`src/rtl/dma_pkg.sv`:
```
// rtl/dma_pkg.sv - shared DMA package: master FSM states and AXI burst constants
package dma_pkg;

  typedef enum logic [2:0] {
    ST_IDLE,
    ST_CALC,
    ST_AR,
    ST_R,
    ST_DONE
  } dma_state_t;

  localparam logic [1:0] AXI_BURST_INCR = 2'b01;
  localparam logic [2:0] AXI_SIZE_4B    = 3'b010;
  localparam int         BOUNDARY_4K    = 4096;

endpackage

```
`src/rtl/dma_burst_calc.sv`:
```
// rtl/dma_burst_calc.sv - beats for the next burst: min(remaining words, max burst, words left in the 4 KB page)
module dma_burst_calc
  import dma_pkg::*;
#(
  parameter int MAX_BEATS = 16
) (
  input  logic [29:0] words,
  input  logic [9:0]  word_off,
  output logic [8:0]  beats
);

  localparam logic [8:0] MAX_B = 9'(MAX_BEATS);

  logic [10:0] to_4k;
  logic [8:0]  cand;

  // word_off is the word index inside the 4 KB page, so to_4k is always 1..1024
  always_comb begin
    to_4k = 11'(BOUNDARY_4K / 4) - {1'b0, word_off};
    cand  = (words < {21'd0, MAX_B}) ? words[8:0] : MAX_B;
    beats = ({2'b00, cand} > to_4k) ? to_4k[8:0] : cand;
  end

endmodule

```
`src/rtl/dma_read_master.sv`:
```
// rtl/dma_read_master.sv - AXI4 INCR read master streaming beats into the DMA FIFO; DMA_RD_ERR_CHECK_EN enables rresp/rlast error flag
module dma_read_master
  import dma_pkg::*;
#(
  parameter int C_M_AXI_BURST_LEN  = 16,
  parameter int C_M_AXI_ADDR_WIDTH = 32,
  parameter int C_M_AXI_DATA_WIDTH = 32
) (
  input  logic                          clk,
  input  logic                          reset,
  input  logic                          i_start,
  input  logic [C_M_AXI_ADDR_WIDTH-1:0] i_src_addr,
  input  logic [31:0]                   i_total_len,
  input  logic                          i_fifo_full,
  output logic                          o_fifo_wr_en,
  output logic [C_M_AXI_DATA_WIDTH-1:0] o_r_data,
  output logic                          o_read_done,
  output logic                          o_error,
  output logic [C_M_AXI_ADDR_WIDTH-1:0] m_axi_araddr,
  output logic [7:0]                    m_axi_arlen,
  output logic [2:0]                    m_axi_arsize,
  output logic [1:0]                    m_axi_arburst,
  output logic                          m_axi_arvalid,
  input  logic                          m_axi_arready,
  input  logic [C_M_AXI_DATA_WIDTH-1:0] m_axi_rdata,
  input  logic [1:0]                    m_axi_rresp,
  input  logic                          m_axi_rlast,
  input  logic                          m_axi_rvalid,
  output logic                          m_axi_rready
);

  localparam int AW = C_M_AXI_ADDR_WIDTH;

  dma_state_t  state, state_next;
  logic [AW-3:0] addr_w;
  logic [29:0] words;
  logic [8:0]  beats_q;
  logic [8:0]  cnt;
  logic [8:0]  calc_beats;
  logic        r_hs;

  dma_burst_calc #(.MAX_BEATS(C_M_AXI_BURST_LEN)) u_burst_calc (
    .words    (words),
    .word_off (addr_w[9:0]),
    .beats    (calc_beats)
  );

  assign r_hs          = m_axi_rvalid & m_axi_rready;
  assign o_fifo_wr_en  = r_hs;
  assign o_r_data      = m_axi_rdata;
  assign m_axi_arsize  = AXI_SIZE_4B;
  assign m_axi_arburst = AXI_BURST_INCR;

  always_ff @(posedge clk) begin
    if (reset) state <= ST_IDLE;
    else       state <= state_next;
  end

  always_comb begin
    state_next    = state;
    m_axi_arvalid = 1'b0;
    m_axi_rready  = 1'b0;
    o_read_done   = 1'b0;
    case (state)
      ST_IDLE: if (i_start) state_next = ST_CALC;
      ST_CALC: state_next = (words == '0) ? ST_DONE : ST_AR;
      ST_AR: begin
        m_axi_arvalid = 1'b1;
        if (m_axi_arready) state_next = ST_R;
      end
      ST_R: begin
        m_axi_rready = !i_fifo_full;
        // the beat counter, not rlast, closes the burst
        if (m_axi_rvalid && !i_fifo_full && cnt == 9'd1) state_next = ST_CALC;
      end
      ST_DONE: begin
        o_read_done = 1'b1;
        state_next  = ST_IDLE;
      end
      default: state_next = ST_IDLE;
    endcase
  end

  always_ff @(posedge clk) begin
    if (reset) begin
      addr_w       <= '0;
      words        <= '0;
      beats_q      <= '0;
      cnt          <= '0;
      m_axi_araddr <= '0;
      m_axi_arlen  <= '0;
    end else begin
      case (state)
        ST_IDLE: if (i_start) begin
          addr_w <= i_src_addr[AW-1:2];
          words  <= i_total_len[31:2];
        end
        ST_CALC: if (words != '0) begin
          beats_q      <= calc_beats;
          m_axi_araddr <= {addr_w, 2'b00};
          m_axi_arlen  <= 8'(calc_beats - 9'd1);
        end
        ST_AR: if (m_axi_arready) begin
          addr_w <= addr_w + (AW-2)'(beats_q);
          words  <= words - {21'd0, beats_q};
          cnt    <= beats_q;
        end
        ST_R: if (r_hs) cnt <= cnt - 9'd1;
        default: ;
      endcase
    end
  end

`ifdef DMA_RD_ERR_CHECK_EN
  logic err_q;
  logic unused_bits;
  assign unused_bits = ^{i_src_addr[1:0], i_total_len[1:0], m_axi_rresp[0]};

  always_ff @(posedge clk) begin
    if (reset)
      err_q <= 1'b0;
    else if (state == ST_IDLE && i_start)
      err_q <= 1'b0;
    else if (state == ST_R && r_hs && (m_axi_rresp[1] || (m_axi_rlast != (cnt == 9'd1))))
      err_q <= 1'b1;
  end
  assign o_error = err_q;
`else
  logic unused_bits;
  assign unused_bits = ^{i_src_addr[1:0], i_total_len[1:0], m_axi_rresp, m_axi_rlast};
  assign o_error     = 1'b0;
`endif

endmodule
```
`config.mk`:
```
export PLATFORM = sky130hd
export DESIGN_NAME = dma_read_master
export DESIGN_NICKNAME = d
export VERILOG_FILES = /design/src/rtl/dma_pkg.sv /design/src/rtl/dma_burst_calc.sv /design/src/rtl/dma_read_master.sv
export SDC_FILE = /design/constraint.sdc
export NUM_CORES = 1
export LEC_CHECK = 0
export ABC_AREA = 1
export BUFFER_PORTS_ARGS = -buffer_cell sky130_fd_sc_hd__buf_2
export CAP_MARGIN = 20
export CORE_MARGIN = 2
export CORE_UTILIZATION = 40
export CTS_BUF_LIST = sky130_fd_sc_hd__clkbuf_16
export DETAILED_ROUTE_END_ITERATION = 8
export SLEW_MARGIN = 40
export SYNTH_ARGS = -nofsm -noshare
export SYNTH_HDL_FRONTEND = slang
export SYNTH_SLANG_ARGS = --single-unit
```
`constraint.sdc`:
```
create_clock -name clk -period 3.9 [get_ports clk]
set_input_delay 0.585 -clock clk [delete_from_list [all_inputs] [get_ports clk]]
set_output_delay 0.585 -clock clk [all_outputs]
set_load 0.02 [all_outputs]
```
== After elaboration in Yosys (flattened, before gate mapping) ==
Index checks and enable logic that the tools add are counted.

* Register bits: 119
* Logic and storage cells: 55

* Add/sub/neg operators: 5
* Order comparisons: 2
* Equal/unequal tests: 9
* Mux-type cells: 19
* Bitwise logic cells: 1
* Reduce and logical (&&, ||, !) cells: 12

{| class="wikitable"
|+ Operators with widths
! operator !! number
|-
| 2-to-1 mux 30 bit || 4
|-
| case mux 30 bit (2 select lines) || 2
|-
| 2-to-1 mux 9 bit || 4
|-
| adder 30 x 9 -> 30 bit || 1
|-
| zero test 30 bit || 1
|-
| < comparator 30 x 5 -> 1 bit, second input constant || 1
|-
| nonzero test 30 bit || 1
|-
| subtractor 30 x 9 -> 30 bit || 1
|-
| case mux 9 bit (2 select lines) || 1
|-
| 2-to-1 mux 3 bit || 4
|-
| case mux 3 bit (4 select lines) || 1
|-
| > comparator 9 x 11 -> 1 bit || 1
|-
| subtractor 11 x 10 -> 11 bit, first input constant || 1
|-
| == test 9 x 1 -> 1 bit, second input constant || 1
|-
| AND reduction 3 bit || 3
|-
| subtractor 9 x 1 -> 9 bit, second input constant || 1
|-
| inequality test 2 bit, second input constant || 4
|-
| subtractor 8 x 1 -> 8 bit, second input constant || 1
|-
| == test 3 x 2 -> 1 bit, second input constant || 2
|-
| nonzero test 2 bit || 2
|-
| == test 3 x 1 -> 1 bit, second input constant || 1
|-
| == test 3 bit, second input constant || 1
|-
| zero test 3 bit || 1
|-
| 2-to-1 mux 1 bit || 3
|-
| other kinds (4) || 5
|}

== Depth between registers and ports, before layout ==
* Depth in word-level cells: 5
* Depth in mapped cells: 28
* Mapped depth without buffers: 28

== Cells and area by module ==
Synthesis repeated with hierarchy kept, for this count alone.

* Cells, all modules: 1423
* Area, all modules: 8951.1 um2

{| class="wikitable"
|+ Modules (own cells, without submodules)
! module !! instances !! cells each !! area an instance (um2) !! seq. area each (um2)
|-
| dma_read_master || 1 || 1297 || 8265.4 || 2382.3
|-
| dma_burst_calc || 1 || 126 || 685.7 || 0.0
|}

== Worst setup path after synthesis ==
OpenSTA, ideal clock, no wires.

* Kind: register to register
* From: reg addr_w[1]
* To: reg m_axi_arlen[2]
* Setup time: 0.119 ns
* Data arrival time: 2.791 ns
* Setup slack: 0.990 ns
* Cell stages (with the launch flop): 24
* Buffers on the path: 0
* Period minus slack after synthesis: 2.910 ns
* Cells stage by stage: dfxtp_1 > inv_1 > ha_1 > nand2_1 > nor2_1 > nand2_1 > xor2_1 > inv_1 > ha_1 > nand2_1 > inv_1 > a21oi_1 > nand2_1 > nand2_1 > nand2_1 > nand2_4 > nand2_1 > o21ai_2 > inv_1 > ha_1 > inv_1 > nor2_4 > o31ai_1 > inv_1

* Word-level cells in the longest chain between the ends: 4

{| class="wikitable"
|+ RTL lines
! item !! RTL line !! RTL
|-
| start, declared || dma_read_master.sv:35 || <nowiki>logic [AW-3:0] addr_w;</nowiki>
|-
| start signal, assigned || dma_read_master.sv:95 || <nowiki>addr_w <= i_src_addr[AW-1:2];</nowiki>
|-
| start signal, assigned || dma_read_master.sv:104 || <nowiki>addr_w <= addr_w + (AW-2)'(beats_q);</nowiki>
|-
| subtractor 11 x 10 -> 11 bit (*) || dma_burst_calc.sv:19 || <nowiki>to_4k = 11'(BOUNDARY_4K / 4) - {1'b0, word_off};</nowiki>
|-
| > comparator 9 x 11 -> 1 bit || dma_burst_calc.sv:21 || <nowiki>beats = ({2'b00, cand} > to_4k) ? to_4k[8:0] : cand;</nowiki>
|-
| 2-to-1 mux 9 bit (*) || dma_burst_calc.sv:21 ||
|-
| subtractor 8 x 1 -> 8 bit (*) || dma_read_master.sv:101 || <nowiki>m_axi_arlen <= 8'(calc_beats - 9'd1);</nowiki>
|-
| end signal, assigned || dma_read_master.sv:101 ||
|-
| end, declared || dma_read_master.sv:20 || <nowiki>output logic [7:0] m_axi_arlen,</nowiki>
|}

Mark *: on every way between the ends. The rest lies on a longest branch, timed or not.
A chain may end at the register's enable or synchronous reset.

== Final worst setup path ==
Ends and elaborated chain as after synthesis.

==> impl_metrics.py <==
metrics = {
    "grt": {
        "grt_pass1_vias": 7344,
        "antenna_found_initial": 0,
        "grt_max_degree": 58,
        "grt_pass1_wl_mm": 37.3,
        "grt_overflow": 0,
        "grtUsageTotal_pct": 21.6,
    },
    "synthesis": {
        "ys_warn_count": 0,
        "synthXorXnorAreaFrac_pct": 3.39,
        "seq_area_frac_synth_pct": 29.8,
        "muxShareOfSynthArea_pct": 0,
        "synth_top_family_by_area": "simple AND/OR/NAND/NOR gates",
        "yosysMostFrequentCell": "nand2_1",
        "async_reset_ff_share_pct": 0,
        "synth_edf_count": 0,
        "synth_ff_type": "dfxtp_1",
        "synth_compound_gate_area_share_pct": 19.5,
        "synth_top_cell_area_share_pct": 29.8,
        "synth_cell_types": 44,
        "synthSimpleGateAreaFrac_pct": 29.2,
        "syn_inst": 1232,
        "syn_avg_cell_area_um2": 6.49,
        "ys_top_cells_by_area": "dfxtp_1 (30%), nand2_1 (11%), nor2_1 (8.4%)",
        "synth_area_leader_cell": "dfxtp_1",
        "synth_adder_area_share_pct": 5.35,
        "syn_area_mm2": 0.00800,
        "ys_ff_latch": 119,
        "netlist_top_cells_count": "nand2_1 (225), nor2_1 (179), dfxtp_1 (119)",
    },
    "pwr": {
        "p_per_area_mw_per_mm2": 1040,
        "leakagePower_nw": 4.18,
        "vdd_drop_max_mv": 0.464,
    },
    "timing": {
        "report.final.slew_viol_count": 0,
        "max_slew_margin_pct": 49.8,
        "tns_ps": 0,
        "finalSetupViolCount": 0,
        "fin_crit_ps": 3390,
        "fmax_mhz": 295,
        "fin_crit_sh_pct": 86.9,
        "hold_viol": 0,
        "tightest_slew_ps": 752,
        "rsz0062_at_grt": "no",
        "fin_skew_ps": 8.91,
    },
    "place": {
        "post-dp-hpwl_mm": 16.6,
        "io_buffers": 107,
        "placed_area_mm2": 0.00844,
        "place.gp.congestion": 0.903,
    },
    "layout": {
        "fin_area_mm2": 0.00903,
        "drive_gt1_share_pct": 15.1,
        "areaGrowthSynthToFinish_pct": 12.9,
        "antenna_cells": 0,
        "final_core_util_pct": 46.3,
        "final_nets": 1423,
        "fillers": 2035,
    },
    "die": {
        "start_util_pct": 41.0,
        "io_pins": 187,
        "core_mm2": 0.0195,
        "dieArea_mm2": 0.0211,
        "fp.dieW_um": 145,
        "die_h_um": 145,
        "rows": 51,
    },
    "route": {
        "dr.pass1.iters": 5,
        "first_iter_violations": 524,
        "viasPerCell": 5.08,
        "wl_per_cell_um": 14.6,
        "drtAntennaViolNets": 0,
        "vias": 7938,
        "drc": 0,
        "wirelength_mm": 22.8,
    },
    "setup_path": {
        "rr_endpoint": "m_axi_arlen[2]$_SDFFE_PP0P_",
        "crit_fanout": 8,
        "arrival_ps": 3710,
        "rr_worst_depth": 23,
        "start_kind": "flip-flop",
        "critical_path_class": "reg -> reg",
        "worst-r2r-setup-slack_ps": 510,
        "rr_startpoint": "addr_w[1]$_SDFFE_PP0P_",
        "worst-endpoint-required_ps": 4220,
        "end_kind": "flip-flop",
    },
    "clocking": {
        "cts-root-buf": "clkbuf_16",
        "numCtsBuffers": 17,
        "cts.sinks": 119,
        "cts_setup_buffers": 0,
        "cts-resized-gates": 0,
        "clk_latency_ps": 430,
        "cts_hold_buf": 0,
        "cts.clk_slew.worst_paths_ps": 60,
        "cts_buffer_depth": 2,
        "cts_tree": "yes",
        "cts_max_level": 4,
    },
    "hold_path": {
        "whs_path_depth": 3,
        "min_to": "words[2]$_SDFFE_PP0P_",
        "hold_start": "i_total_len[4]",
        "hold_path_class": "in -> reg",
    },
    "status": {
        "status": "finished, final reports clean",
    },
    "flow_run": {
        "max-cap-violations": 0,
    },
}
## routing by layer
metal	wire length, um	global-route usage (%)	vias up
li1	-	-	4111
met1	11100	29.1	3596
met2	10200	34.7	197
met3	953	4.23	34
met4	521	7.60	0
met5	0	0	-
## final cells by class
class                   instances  area [um^2]  area share [%]
inverters                     127          477            5.28
clock inverters                14          169            1.87
clock buffers                  17          425            4.71
repair buffers                115          596            6.59
multi-input cells             905         4650            51.5
well taps                     265          332            3.67
flip-flops and latches        119         2380            26.4
## metrics by stage
stage | total power, mW | worst slack [ps] | hold WS [ps] | instances
floorplan | 6.53 | 990 | 457 | 1242
global placement | 7.75 | 628 | 469 | 1531
detailed placement | 7.80 | 532 | 472 | 1531
CTS | 9.46 | 524 | 417 | 1562
global route | 10.4 | 147 | 447 | 1562
finish | 9.44 | 512 | 435 | 1562
## worst max-delay path: stages (launching register included)
cell and delay [ps]:
dfxtp_1 340, inv_1 180, ha_1 230, nand2_1 90, nor2_1 200, nand2_1 100
xor2_1 210, inv_1 70, ha_1 310, nand2_1 100, inv_1 40, a21oi_1 130
nand2_1 60, nand2_1 60, nand2_1 140, nand2_4 160, nand2_1 80, o21ai_2 120
inv_1 70, ha_1 210, inv_1 90, nor2_4 60, o31ai_1 180, inv_1 60
## state kept, by name, summed over array words and instances (netlist names)
| signal | cells |
|---|---|
| cnt | 9 |
| state | 3 |
| words | 30 |
| beats_q | 9 |
| addr_w | 30 |
| m_axi_arlen | 8 |
| m_axi_araddr | 30 |
## worst max-delay path by stage
stage / from / endpoint / slack (ps) / depth (start not counted)
final: addr_w[1]$_SDFFE_PP0P_ / m_axi_arlen[2]$_SDFFE_PP0P_ / 510 / 23
after global routing: addr_w[1]$_SDFFE_PP0P_ / m_axi_arlen[6]$_SDFFE_PP0P_ / 150 / 25
after CTS: addr_w[1]$_SDFFE_PP0P_ / m_axi_arlen[2]$_SDFFE_PP0P_ / 520 / 23
after detailed placement: addr_w[1]$_SDFFE_PP0P_ / m_axi_arlen[2]$_SDFFE_PP0P_ / 530 / 23
after global placement: addr_w[1]$_SDFFE_PP0P_ / m_axi_arlen[2]$_SDFFE_PP0P_ / 630 / 23
after floorplan: addr_w[1]$_SDFFE_PP0P_ / m_axi_arlen[2]$_SDFFE_PP0P_ / 990 / 23
## power by group
group	total (mW)	internal [mW]	switching, mW
Combinational	5.52	1.85	3.68
Clock	1.62	1.05	0.572
Sequential	2.29	1.77	0.528
Total	9.44	4.66	4.78
## cells in the final DEF (no fill, tap or decap), types with 3 or more instances in the layout
cell type / Yosys / layout
nand2_1: 225 / 225
nor2_1: 179 / 179
inv_1: 115 / 119
dfxtp_1: 119 / 118
a21oi_1: 116 / 116
o21ai_0: 115 / 115
buf_2: 11 / 107
nand3_1: 46 / 46
ha_1: 31 / 31
nor3_1: 29 / 29
clkbuf_16: 0 / 17
xor2_1: 16 / 16
xnor2_1: 15 / 15
inv_2: 12 / 12
conb_1: 2 / 12
nand4_1: 11 / 11
o22ai_1: 11 / 11
nor2_2: 12 / 10
o211ai_1: 10 / 10
a211oi_1: 10 / 10
nand2_2: 9 / 9
a31oi_1: 9 / 9
o21ai_1: 8 / 8
buf_4: 42 / 8
nor2_4: 4 / 6
or2_2: 6 / 6
nand3b_1: 4 / 4
bufinv_16: 0 / 4
o21ai_2: 3 / 3
o31ai_1: 3 / 3
clkinv_2: 0 / 3
## kinds of logic (layout without fill, tap and decap cells)
family	Yosys count	count (layout)
AO/OA/AOI/OAI	290	290
XOR/XNOR	31	31
AND/OR/NAND/NOR	539	539
adder cells (fa/ha/maj)	33	33
flip-flops	119	119
buffers and inverters	218	273
other	2	12
Note: power is estimated with default switching activity, not from simulation.
